$ cat src/rtl/hamming_pkg.sv
// hamming_pkg: shared types and codeword layout for the SECDED engine
package hamming_pkg;
  typedef enum logic [2:0] {S_IDLE, S_RD_LO, S_RD_HI, S_CAP, S_WR_LO, S_WR_HI, S_DONE} state_t;
  typedef enum logic {M_ENC, M_DEC} mode_t;
  localparam logic [1:0] ST_OK  = 2'b00;
  localparam logic [1:0] ST_SEC = 2'b01;
  localparam logic [1:0] ST_DED = 2'b10;
  localparam int P0 = 0;
  localparam int P1 = 1;
  localparam int P2 = 2;
  localparam int P4 = 4;
  localparam int P8 = 8;
  localparam logic [3:0][15:0] COVER = {16'hFF00, 16'hF0F0, 16'hCCCC, 16'hAAAA};
endpackage

$ cat src/rtl/hamming_secded16.sv
// hamming_secded16: combinational (16,11) extended Hamming encoder and decoder
module hamming_secded16
  import hamming_pkg::*;
(
  input  logic [10:0] data,
  input  logic [15:0] cw,
  output logic [15:0] enc,
  output logic [10:0] dec,
  output logic [1:0]  status
);
  logic [15:0] raw, fixed;
  logic [3:0] syn;
  logic par;
  always_comb begin
    raw = {data[10:4], 1'b0, data[3:1], 1'b0, data[0], 3'b000};
    enc = raw;
    enc[P1] = ^(raw & COVER[0]);
    enc[P2] = ^(raw & COVER[1]);
    enc[P4] = ^(raw & COVER[2]);
    enc[P8] = ^(raw & COVER[3]);
    enc[P0] = ^enc[15:1];
    syn = '0;
    for (int b = 0; b < 4; b++) syn[b] = ^(cw & COVER[b]);
    par = ^cw;
    fixed = par ? cw ^ (16'd1 << syn) : cw;
    status = par ? ST_SEC : (syn != 4'd0 ? ST_DED : ST_OK);
    dec = {fixed[15:9], fixed[7:5], fixed[3]};
  end
endmodule

$ cat src/rtl/hamming_secded_engine.sv
// hamming_secded_engine: memory-to-memory SECDED encode/decode sequencer
module hamming_secded_engine
  import hamming_pkg::*;
#(
  parameter int NUM_MSG = 15,
  parameter int ADDR_W  = 8
) (
  input  logic              clk,
  input  logic              reset,
  input  logic              start,
  input  logic              mode,
  input  logic [ADDR_W-1:0] src_base,
  input  logic [ADDR_W-1:0] dst_base,
  output logic [ADDR_W-1:0] mem_addr,
  output logic              mem_we,
  output logic [7:0]        mem_wdata,
  input  logic [7:0]        mem_rdata,
  output logic              done,
  output logic [7:0]        sec_cnt,
  output logic [7:0]        ded_cnt
);
  state_t state, nxt;
  mode_t mode_r;
  logic [ADDR_W-1:0] src_r, dst_r, k2;
  logic [7:0] k, lo_r, hi_r;
  logic [15:0] enc, res;
  logic [10:0] dec;
  logic [1:0] status;
  logic accept, last;

  hamming_secded16 u_codec (
    .data(dec_in()), .cw({hi_r, lo_r}), .enc(enc), .dec(dec), .status(status)
  );

  function automatic logic [10:0] dec_in();
    return {hi_r[2:0], lo_r};
  endfunction

  assign accept = (state == S_IDLE || state == S_DONE) && start;
  assign last = k == 8'(NUM_MSG - 1);
  assign k2 = ADDR_W'({k, 1'b0});
  assign res = mode_r == M_DEC ? {status, 3'b000, dec} : enc;

  always_ff @(posedge clk or posedge reset)
    if (reset) state <= S_IDLE;
    else state <= nxt;

  always_comb begin
    nxt = state;
    case (state)
      S_IDLE, S_DONE: nxt = start ? S_RD_LO : state;
      S_RD_LO: nxt = S_RD_HI;
      S_RD_HI: nxt = S_CAP;
      S_CAP:   nxt = S_WR_LO;
      S_WR_LO: nxt = S_WR_HI;
      S_WR_HI: nxt = last ? S_DONE : S_RD_LO;
      default: nxt = S_IDLE;
    endcase
  end

  always_comb begin
    done = state == S_DONE;
    mem_we = state == S_WR_LO || state == S_WR_HI;
    mem_addr = state == S_RD_LO ? src_r + k2 :
               state == S_RD_HI ? src_r + k2 + 1'b1 :
               state == S_WR_LO ? dst_r + k2 :
               state == S_WR_HI ? dst_r + k2 + 1'b1 : '0;
    mem_wdata = state == S_WR_LO ? res[7:0] : state == S_WR_HI ? res[15:8] : 8'h00;
  end

  // Synchronous-read memory: the byte addressed in RD_LO arrives during RD_HI, RD_HI's during CAP.
  always_ff @(posedge clk or posedge reset)
    if (reset) begin
      mode_r <= M_ENC;
      src_r <= '0;
      dst_r <= '0;
      k <= '0;
      lo_r <= '0;
      hi_r <= '0;
      sec_cnt <= '0;
      ded_cnt <= '0;
    end else begin
      if (accept) begin
        mode_r <= mode_t'(mode);
        src_r <= src_base;
        dst_r <= dst_base;
        k <= '0;
        if (mode) begin
          sec_cnt <= '0;
          ded_cnt <= '0;
        end
      end
      if (state == S_RD_HI) lo_r <= mem_rdata;
      if (state == S_CAP) hi_r <= mem_rdata;
      if (state == S_WR_HI) begin
        if (!last) k <= k + 8'd1;
        if (mode_r == M_DEC && status == ST_SEC && sec_cnt != 8'hFF) sec_cnt <= sec_cnt + 8'd1;
        if (mode_r == M_DEC && status == ST_DED && ded_cnt != 8'hFF) ded_cnt <= ded_cnt + 8'd1;
      end
    end
endmodule

$ cat config.mk
export PLATFORM = sky130hd
export DESIGN_NAME = hamming_secded_engine
export DESIGN_NICKNAME = d
export VERILOG_FILES = /design/src/rtl/hamming_pkg.sv /design/src/rtl/hamming_secded16.sv /design/src/rtl/hamming_secded_engine.sv
export SDC_FILE = /design/constraint.sdc
export NUM_CORES = 1
export LEC_CHECK = 0
export ABC_AREA = 1
export ABC_CLOCK_PERIOD_IN_PS = 5650
export BUFFER_PORTS_ARGS = -buffer_cell sky130_fd_sc_hd__buf_4
export CAP_MARGIN = 20
export CORE_MARGIN = 5
export CORE_UTILIZATION = 24
export DETAILED_ROUTE_END_ITERATION = 8
export SLEW_MARGIN = 20
export SYNTH_ARGS = -nofsm -noshare
export SYNTH_HDL_FRONTEND = slang
export SYNTH_HIERARCHICAL = 1
export SYNTH_SLANG_ARGS = --single-unit
$ cat constraint.sdc
create_clock -name clk -period 5.65 [get_ports clk]
set_input_delay 1.13 -clock clk [delete_from_list [all_inputs] [get_ports clk]]
set_output_delay 1.13 -clock clk [all_outputs]
set_load 0.05 [all_outputs]
-- Yosys cells after proc, flatten, opt, wreduce, memory -nomap -nowiden
Index checks and enable logic that the tools add are counted.
- input bits: 28
- register bits: 60
- output and inout bits: 34
- add/subtract/negate cells: 7
- equality and inequality tests: 12
- multiplexer cells: 24
- shifts and indexed selects: 1
- bitwise operators: 1
- reduce and logical (&&, ||, !) cells: 20
- operators with widths (kind ; count):
    16-bit XOR reduction ; 9
    8-bit 2-to-1 mux ; 17
    8-bit by 1-bit adder with 8-bit output, second input constant ; 5
    16-bit 2-to-1 mux ; 2
    3-bit one-hot mux with 6 select lines ; 1
    8-bit adder ; 2
    8-bit inequality test, second input constant ; 2
    1-bit by 4-bit << shifter with 16-bit output, first input constant ; 1
    16-bit bitwise XOR ; 1
    15-bit XOR reduction ; 1
    3-bit == test, second input constant ; 3
    8-bit by 4-bit == test with 1-bit output, second input constant ; 1
    3-bit by 2-bit == test with 1-bit output, second input constant ; 2
    3-bit 2-to-1 mux ; 2
    1-bit logical AND ; 5
    2-bit 2-to-1 mux ; 2
    4-bit nonzero test ; 1
    3-bit by 1-bit == test with 1-bit output, second input constant ; 1
    3-bit logical NOT ; 1
    2-bit by 1-bit == test with 1-bit output, second input constant ; 1
    2-bit == test, second input constant ; 1
    1-bit logical OR ; 2
    2-bit inequality test, second input constant ; 1
    2-bit OR reduction ; 1

-- Depth between registers and ports, before layout
Gate-level depths: netlist of run 1.
- word-level depth: 9
- mapped depth: 20
- depth with buffers taken out: 19

-- Modules after synthesis
The synthesis of run 1 kept the hierarchy.
- modules (own cells, without submodules) (module ; area an instance (µm²) ; times used ; cells each):
    hamming_secded_engine ; 3925.0 ; 1 ; 543
    hamming_secded16 ; 1387.6 ; 1 ; 306

-- Least setup slack after synthesis of run 1
No wires, ideal clock.
- kind: reg2out
- from: register lo_r[5]
- to: output port mem_wdata[4]
- arrival: 2605 ps
- slack: 1915 ps
- cell stages (with the launch flop): 16
- path through: dfrtp_1 > inv_1 > nand2_1 > nand2_2 > inv_1 > nand2_1 > nand2_4 > nand2_1 > nand2_2 > nor2_4 > nand2_4 > nor2_1 > nand2_1 > nand2_1 > mux2i_1 > o21ai_0
- longest elaborated chain between the ends: 6
- ends and longest elaborated chain (what ; line ; text):
    from (decl) ; hamming_secded_engine.sv:25 ; logic [7:0] k, lo_r, hi_r;
    from (signal assigned) ; hamming_secded_engine.sv:93 ; if (state == S_RD_HI) lo_r <= mem_rdata;
    16-bit XOR reduction ; hamming_secded16.sv:23 ; for (int b = 0; b < 4; b++) syn[b] = ^(cw & COVER[b]);
    1-bit by 4-bit << shifter with 16-bit output ; hamming_secded16.sv:25 ; fixed = par ? cw ^ (16'd1 << syn) : cw;
    16-bit bitwise XOR ; hamming_secded16.sv:25 ;
    16-bit 2-to-1 mux * ; hamming_secded16.sv:25 ;
    via dec[4] ; hamming_secded_engine.sv:27 ; logic [10:0] dec;
    16-bit 2-to-1 mux * ; hamming_secded_engine.sv:42 ; assign res = mode_r == M_DEC ? {status, 3'b000, dec} : enc;
    8-bit 2-to-1 mux * ; hamming_secded_engine.sv:68 ; mem_wdata = state == S_WR_LO ? res[7:0] : state == S_WR_HI ? res[15:8] : 8'h00;
    to (decl) ; hamming_secded_engine.sv:16 ; output logic [7:0] mem_wdata,
The timed path passes the listed nets; every way through them passes the cells marked *.

-- Worst setup path after layout of run 1
- from: register k[0]
- to: output port mem_addr[7]
- longest elaborated chain between the ends: 6
- ends and longest elaborated chain (what ; line ; text):
    from (decl) ; hamming_secded_engine.sv:25 ;
    from (signal assigned) ; hamming_secded_engine.sv:96 ; if (!last) k <= k + 8'd1;
    8-bit adder ; hamming_secded_engine.sv:66, hamming_secded_engine.sv:67 ;
    8-bit by 1-bit adder with 8-bit output ; hamming_secded_engine.sv:67 ; state == S_WR_HI ? dst_r + k2 + 1'b1 : '0;
    8-bit 2-to-1 mux ; hamming_secded_engine.sv:67 ;
    8-bit 2-to-1 mux ; hamming_secded_engine.sv:66 ; state == S_WR_LO ? dst_r + k2 :
    8-bit 2-to-1 mux ; hamming_secded_engine.sv:65 ; state == S_RD_HI ? src_r + k2 + 1'b1 :
    8-bit 2-to-1 mux * ; hamming_secded_engine.sv:64 ; mem_addr = state == S_RD_LO ? src_r + k2 :
    to (decl) ; hamming_secded_engine.sv:14 ; output logic [ADDR_W-1:0] mem_addr,
Mark *: on every way between the ends. The rest lies on a longest branch, timed or not.

==> results.cfg, run 1 <==
[run_status]
status = completed

[worst_setup_path]
reg2reg_from = lo_r[7]
start_kind = flop
r2r-end = ded_cnt[7]
r2r_slack_ns = 2.84
end_kind = output pin
cp-endpoint = mem_addr[7]
crit_start = k[0]
worstSetupPathType = reg -> out
critPathMaxFanout = 8
r2r_cells = 18
required_ns = 4.52
cp.arrival_ns = 2.77

[placed_design]
dpl-instance-area_mm2 = 0.00596
pre_cts_slack_ns = 2.08
dp_hpwl_um = 11800
portBuffers = 61
place_congestion = 0.915

[detailed_routing]
via_per_inst = 4.54
wl_met3_um = 464
wl_per_cell_um = 12.8
firstDrtPassIters = 7
route.vias.total = 5361
wl_met2_um = 6960
dr.first_iter.drc_count = 349
routed_wl_um = 15100
ant_nets = 0
wl_met1_um = 7280
top_layer = met4
route.detailed.drc = 0

[layout]
nFillCells = 2385
drive_gt1_share_pct = 13.8
syn2layout_area_growth_pct = 18.2
n_antenna_cell = 0
design_area_mm2 = 0.00628
fin_nets = 943

[die]
dieWidth_um = 159
rows = 54
design.die.area_mm2 = 0.0252
core-area_mm2 = 0.0218
io_pins = 62
initial_core_util_pct = 24.3
dieHeight_um = 159

[global_route]
grt_pass1_wl_um = 24500
grt_usage_pct = 11.7
grt_pass1_vias = 5012
grt_max_degree = 61
antenna_found_initial = 0
grt.overflow.total = 0

[clock_network]
cts_tree = done
post_cts_buffers = 0
cts_resized = 0
numCtsBuffers = 9
clk_pin_slew_worst_paths_ns = 0.05
ctsLongestPathBuffers = 2
cts_htree_levels = 3
worstSkewPairLatency_ns = 0.34
cts.sinks = 60
cts_hold_buf = 0
cts_root_buf = clkbuf_16

[timing]
finalSetupViolCount = 0
layout_setup_ws_ns = 1.75
drv_slew = 0
period_minus_slack_ns = 3.90
skew_ns = 0.00739
hold_viol_final = 0
rsz0062_at_grt = false
max_freq_ghz = 0.256
finalCritPeriodShare_pct = 69.1
max_slew_margin_pct = 46.4
tightest_slew_ns = 0.804
fin_setup_tns_ns = 0

[yosys]
ys_ff_latch = 60
mappedNetlistArea_mm2 = 0.00531
syn_nets = 897
yosysWarnings = 6
synth.avg_cell_area_um2 = 6.26
ys_seq_area_share_pct = 28.3
synth_cells = 849
synth_cell_types = 42

[power_and_ir_drop]
peakVddDrop_mv = 0.272
total_power_w = 0.00431
leakagePower_nw = 3.37
power_density_mw_per_mm2 = 687

[run]
max_cap_viol_count = 0

[min_path]
hold_class = reg -> reg
worstHoldStart = src_r[5]
-- cell usage in the layout, fill, tap and decap left out, types with 4 or more instances in the layout --
cell / count
nand2_2: 12
nor2_1: 41
nand4_1: 13
inv_1: 90
buf_4: 62
nand3_1: 65
mux2i_1: 5
nor3_1: 5
o21ai_1: 6
o21ai_0: 41
inv_2: 12
clkbuf_16: 9
dfrtp_1: 60
or2_2: 6
nand2_1: 359
o22ai_1: 5
nand3b_1: 4
nor2_4: 4
a21oi_1: 29
xnor2_1: 8
ha_1: 18
xor2_1: 15
-- worst max-delay path: stages, from the launching register on --
cell     delay, ns
dfrtp_1       0.51
ha_1          0.26
inv_1         0.07
fa_1          0.44
inv_1         0.11
nand3_1       0.10
nor2_1        0.15
nand3_1       0.13
nor2_1        0.15
nand3_1       0.08
nand2_1       0.07
nand3_1       0.08
nand3_1       0.09
buf_4         0.19
-- stage by stage --
step | utilization, % | hold slack (ns) | instances
floorplan | - | 0.448 | 849
global placement | 27.3 | 0.479 | 1164
detailed placement | 27.3 | 0.486 | 1164
CTS | 28.8 | 0.500 | 1180
global route | 28.8 | 0.527 | 1180
finish | 28.8 | 0.493 | 1180
-- how the worst min path moves through the flow --
stage	to	cells past startpoint
6_report	src_r[5]	2
5_1_grt	src_r[6]	2
4_1_cts	src_r[5]	2
3_5_place_dp	src_r[5]	2
3_3_place_gp	src_r[6]	2
2_1_floorplan	hi_r[5]	2
-- cells by family (layout without fill, tap and decap cells) --
| group | count (synthesis) | after routing | share of synthesized area, % |
|---|---|---|---|
| AND/OR/NAND/NOR | 519 | 519 | 41.9 |
| buffers and inverters | 130 | 181 | 10.4 |
| AO/OA/AOI/OAI | 91 | 91 | 9.21 |
| flip-flops | 60 | 60 | 28.3 |
| XOR/XNOR | 24 | 24 | 4.31 |
| adder cells (fa/ha/maj) | 20 | 20 | 4.99 |
| multiplexers | 5 | 5 | 0.942 |
-- Yosys cell counts (all sizes together) --
master / instances / share of area [%]
nand4: 13 / 1.5
a22oi: 1 / 0.14
o21ai: 47 / 4.4
a31oi: 2 / 0.24
nand2: 374 / 27
xnor2: 8 / 1.3
o21bai: 1 / 0.14
clkinv: 1 / 0.071
a21oi: 30 / 2.9
mux2i: 5 / 0.94
or2: 6 / 0.71
dfrtp: 60 / 28
a221oi: 1 / 0.16
ha: 18 / 4.2
buf: 22 / 2.8
o22ai: 5 / 0.59
nor2: 47 / 4.0
o211ai: 1 / 0.14
a41oi: 1 / 0.16
nand3: 67 / 6.6
clkbuf: 5 / 0.35
nand3b: 4 / 0.57
o31ai: 1 / 0.14
inv: 102 / 7.2
nor3: 8 / 1.0
a32oi: 1 / 0.16
fa: 2 / 0.75
xor2: 16 / 3.0
-- where the power goes --
part	internal [W]	switching, W
Combinational	0.000900	0.00197
Clock	0.000384	0.000212
Sequential	0.000576	0.000272
Total	0.00186	0.00245
-- layer usage --
metal	up-vias	global-route usage (%)
met1	2465	15.1
met5	-	0
met3	24	1.66
met2	97	19.3
met4	0	5.24
li1	2775	-
-- registers in the layout (all words and copies together), names as in the netlist --
register	flops
ded_cnt	8
lo_r	8
src_r	8
state	3
mode_r	1
dst_r	8
sec_cnt	8
hi_r	8
k	8
-- final cells by class --
cell class                      count  area [um^2]  area share (%)
Inverter                          103          387            6.16
Timing Repair Buffer               62          465            7.41
Clock inverter                      7         91.3            1.45
Clock buffer                        9          225            3.59
Sequential cell                    60         1500            23.9
Multi-Input combinational cell    659         3260            51.9
Tap cell                          280          350            5.58
No activity file was read; power rests on OpenSTA's default activity.
==> inputs of run 2 (changes only) <==
--- a/config.mk
+++ b/config.mk
@@ -6,7 +6,7 @@
 export NUM_CORES = 1
 export LEC_CHECK = 0
 export ABC_AREA = 1
-export ABC_CLOCK_PERIOD_IN_PS = 5650
+export ABC_CLOCK_PERIOD_IN_PS = 4000
 export BUFFER_PORTS_ARGS = -buffer_cell sky130_fd_sc_hd__buf_4
 export CAP_MARGIN = 20
 export CORE_MARGIN = 5
==> constraint.sdc (replaced) <==
create_clock -name clk -period 4 [get_ports clk]
set_input_delay 0.8 -clock clk [delete_from_list [all_inputs] [get_ports clk]]
set_output_delay 0.8 -clock clk [all_outputs]
set_load 0.05 [all_outputs]
==> run 2 against run 1 <==
Effect of this change:
- clock power rose by 34%
- clock skew fell by 0.0013 ns
- combinational power rose by 42%
- largest cell class unchanged
- first-iteration DRC count fell by 1.4%
- power rose by 40%
- clock-buffer cell count rose by 1
- routed wire length rose by 0.32%
- non-clock buffer count rose by 2
- hold slack got worse by 0.054 ns
==> results.cfg, run 2 (same netlist as run 1, synthesis figures left out) <==
[run_status]
status = completed

[die]
design.die.area_mm2 = 0.0252
io_pins = 62
core-area_mm2 = 0.0218
dieWidth_um = 159
dieHeight_um = 159
rows = 54
initial_core_util_pct = 24.3

[clock_network]
cts_tree = done
cts_hold_buf = 0
cts_resized = 0
ctsLongestPathBuffers = 2
numCtsBuffers = 9
clk_pin_slew_worst_paths_ns = 0.06
post_cts_buffers = 0
worstSkewPairLatency_ns = 0.34
cts_htree_levels = 3
cts_root_buf = clkbuf_16
cts.sinks = 60

[layout]
n_antenna_cell = 0
layout_common_cells = nand2_1, inv_1, nand3_1, buf_4, dfrtp_1
syn2layout_area_growth_pct = 18.2
mostFrequentLayoutCell = nand2_1
drive_gt1_share_pct = 14.0
fin_nets = 945

[timing]
finalSetupViolCount = 0
skew_ns = 0.00612
max_freq_ghz = 0.281
tightest_slew_ns = 0.689
layout_setup_ws_ns = 0.444
period_minus_slack_ns = 3.56
finalCritPeriodShare_pct = 88.9
hold_viol_final = 0
max_slew_margin_pct = 53.9
drv_slew = 0
fin_setup_tns_ns = 0
rsz0062_at_grt = false

[worst_setup_path]
crit_start = k[0]
cp-endpoint = mem_addr[7]
reg2reg_from = lo_r[7]
critPathMaxFanout = 8
r2r-end = ded_cnt[7]
r2r_cells = 18
cp.arrival_ns = 2.76
worstSetupPathType = reg -> out
start_kind = flop
r2r_slack_ns = 1.25
required_ns = 3.20
end_kind = output pin

[global_route]
antenna_found_initial = 0
grt_pass1_wl_um = 25000
grt.overflow.total = 0
grt_pass1_vias = 4984
grt_max_degree = 26
grt_usage_pct = 12.0

[power_and_ir_drop]
peakVddDrop_mv = 0.361
leakagePower_nw = 3.36
power_density_mw_per_mm2 = 965

[detailed_routing]
routed_wl_um = 15100
route.vias.total = 5386
via_per_inst = 4.56
ant_nets = 0
route.detailed.drc = 0
wl_per_cell_um = 12.8
dr.first_iter.drc_count = 344
firstDrtPassIters = 5

[placed_design]
dp_hpwl_um = 11900
place_congestion = 0.903
pre_cts_slack_ns = 0.819
portBuffers = 61

[min_path]
hold_class = in -> async

[run]
max_cap_viol_count = 0
run 2: cell count changes in the layout (fill, tap and decap cells not counted):
cell        before  now
buf_4           62   64
clkbuf_8         0    1
clkinv_2         3    2
bufinv_16        2    1
clkinvlp_4       1    2
run 2: worst min path at each step:
stage	from	end	slack, ns	depth (start not counted)
2_1_floorplan	hi_r[5]	hi_r[5]	0.45	2
3_3_place_gp	src_r[1]	src_r[1]	0.47	2
3_5_place_dp	dst_r[6]	dst_r[6]	0.49	2
4_1_cts	reset	sec_cnt[0]	0.45	2
5_1_grt	reset	sec_cnt[0]	0.47	2
6_report	reset	sec_cnt[4]	0.44	2
run 2: area by class of cell:
class | count | area, um^2
tap | 280 | 350
multi-input combinational | 659 | 3260
clock inverter | 6 | 63.8
timing repair buffer | 64 | 480
fill | 2379 | 15500
inverter | 103 | 387
sequential | 60 | 1500
clock buffer | 10 | 239
run 2: critical path, stage by stage (launching register included):
cell and delay, ns:
dfrtp_1 0.50, ha_1 0.25, inv_1 0.06, fa_1 0.42
inv_1 0.10, nand3_1 0.10, nor2_1 0.15, nand3_1 0.14
nor2_1 0.15, nand3_1 0.08, nand2_1 0.07, nand3_1 0.09
nand3_1 0.09, buf_4 0.20
run 2: power by group:
group | total, W | switching (W) | internal (W)
registers | 0.00119 | 0.000377 | 0.000813
logic | 0.00407 | 0.00279 | 0.00128
clock network | 0.000799 | 0.000302 | 0.000498
run 2: routing by layer:
layer	wire length (um)	vias up	track usage [%]
li1	-	2775	-
met1	7140	2437	15.7
met2	7050	152	19.6
met3	661	22	2.18
met4	290	0	4.34
met5	0	-	0
run 2: through the flow:
| stage | utilization (%) | instance area [um^2] | total power, W | hold WS [ns] | std cells |
|---|---|---|---|---|---|
| 6_report | 28.8 | 6280 | 0.00606 | 0.440 | 1182 |
| 5_1_grt | 28.8 | 6280 | 0.00665 | 0.473 | 1182 |
| 4_1_cts | 28.8 | 6280 | 0.00608 | 0.447 | 1182 |
| 3_5_place_dp | 27.4 | 5980 | 0.00525 | 0.488 | 1166 |
| 3_3_place_gp | 27.4 | 5980 | 0.00522 | 0.475 | 1166 |
| 2_1_floorplan | - | 5310 | 0.00436 | 0.448 | 849 |
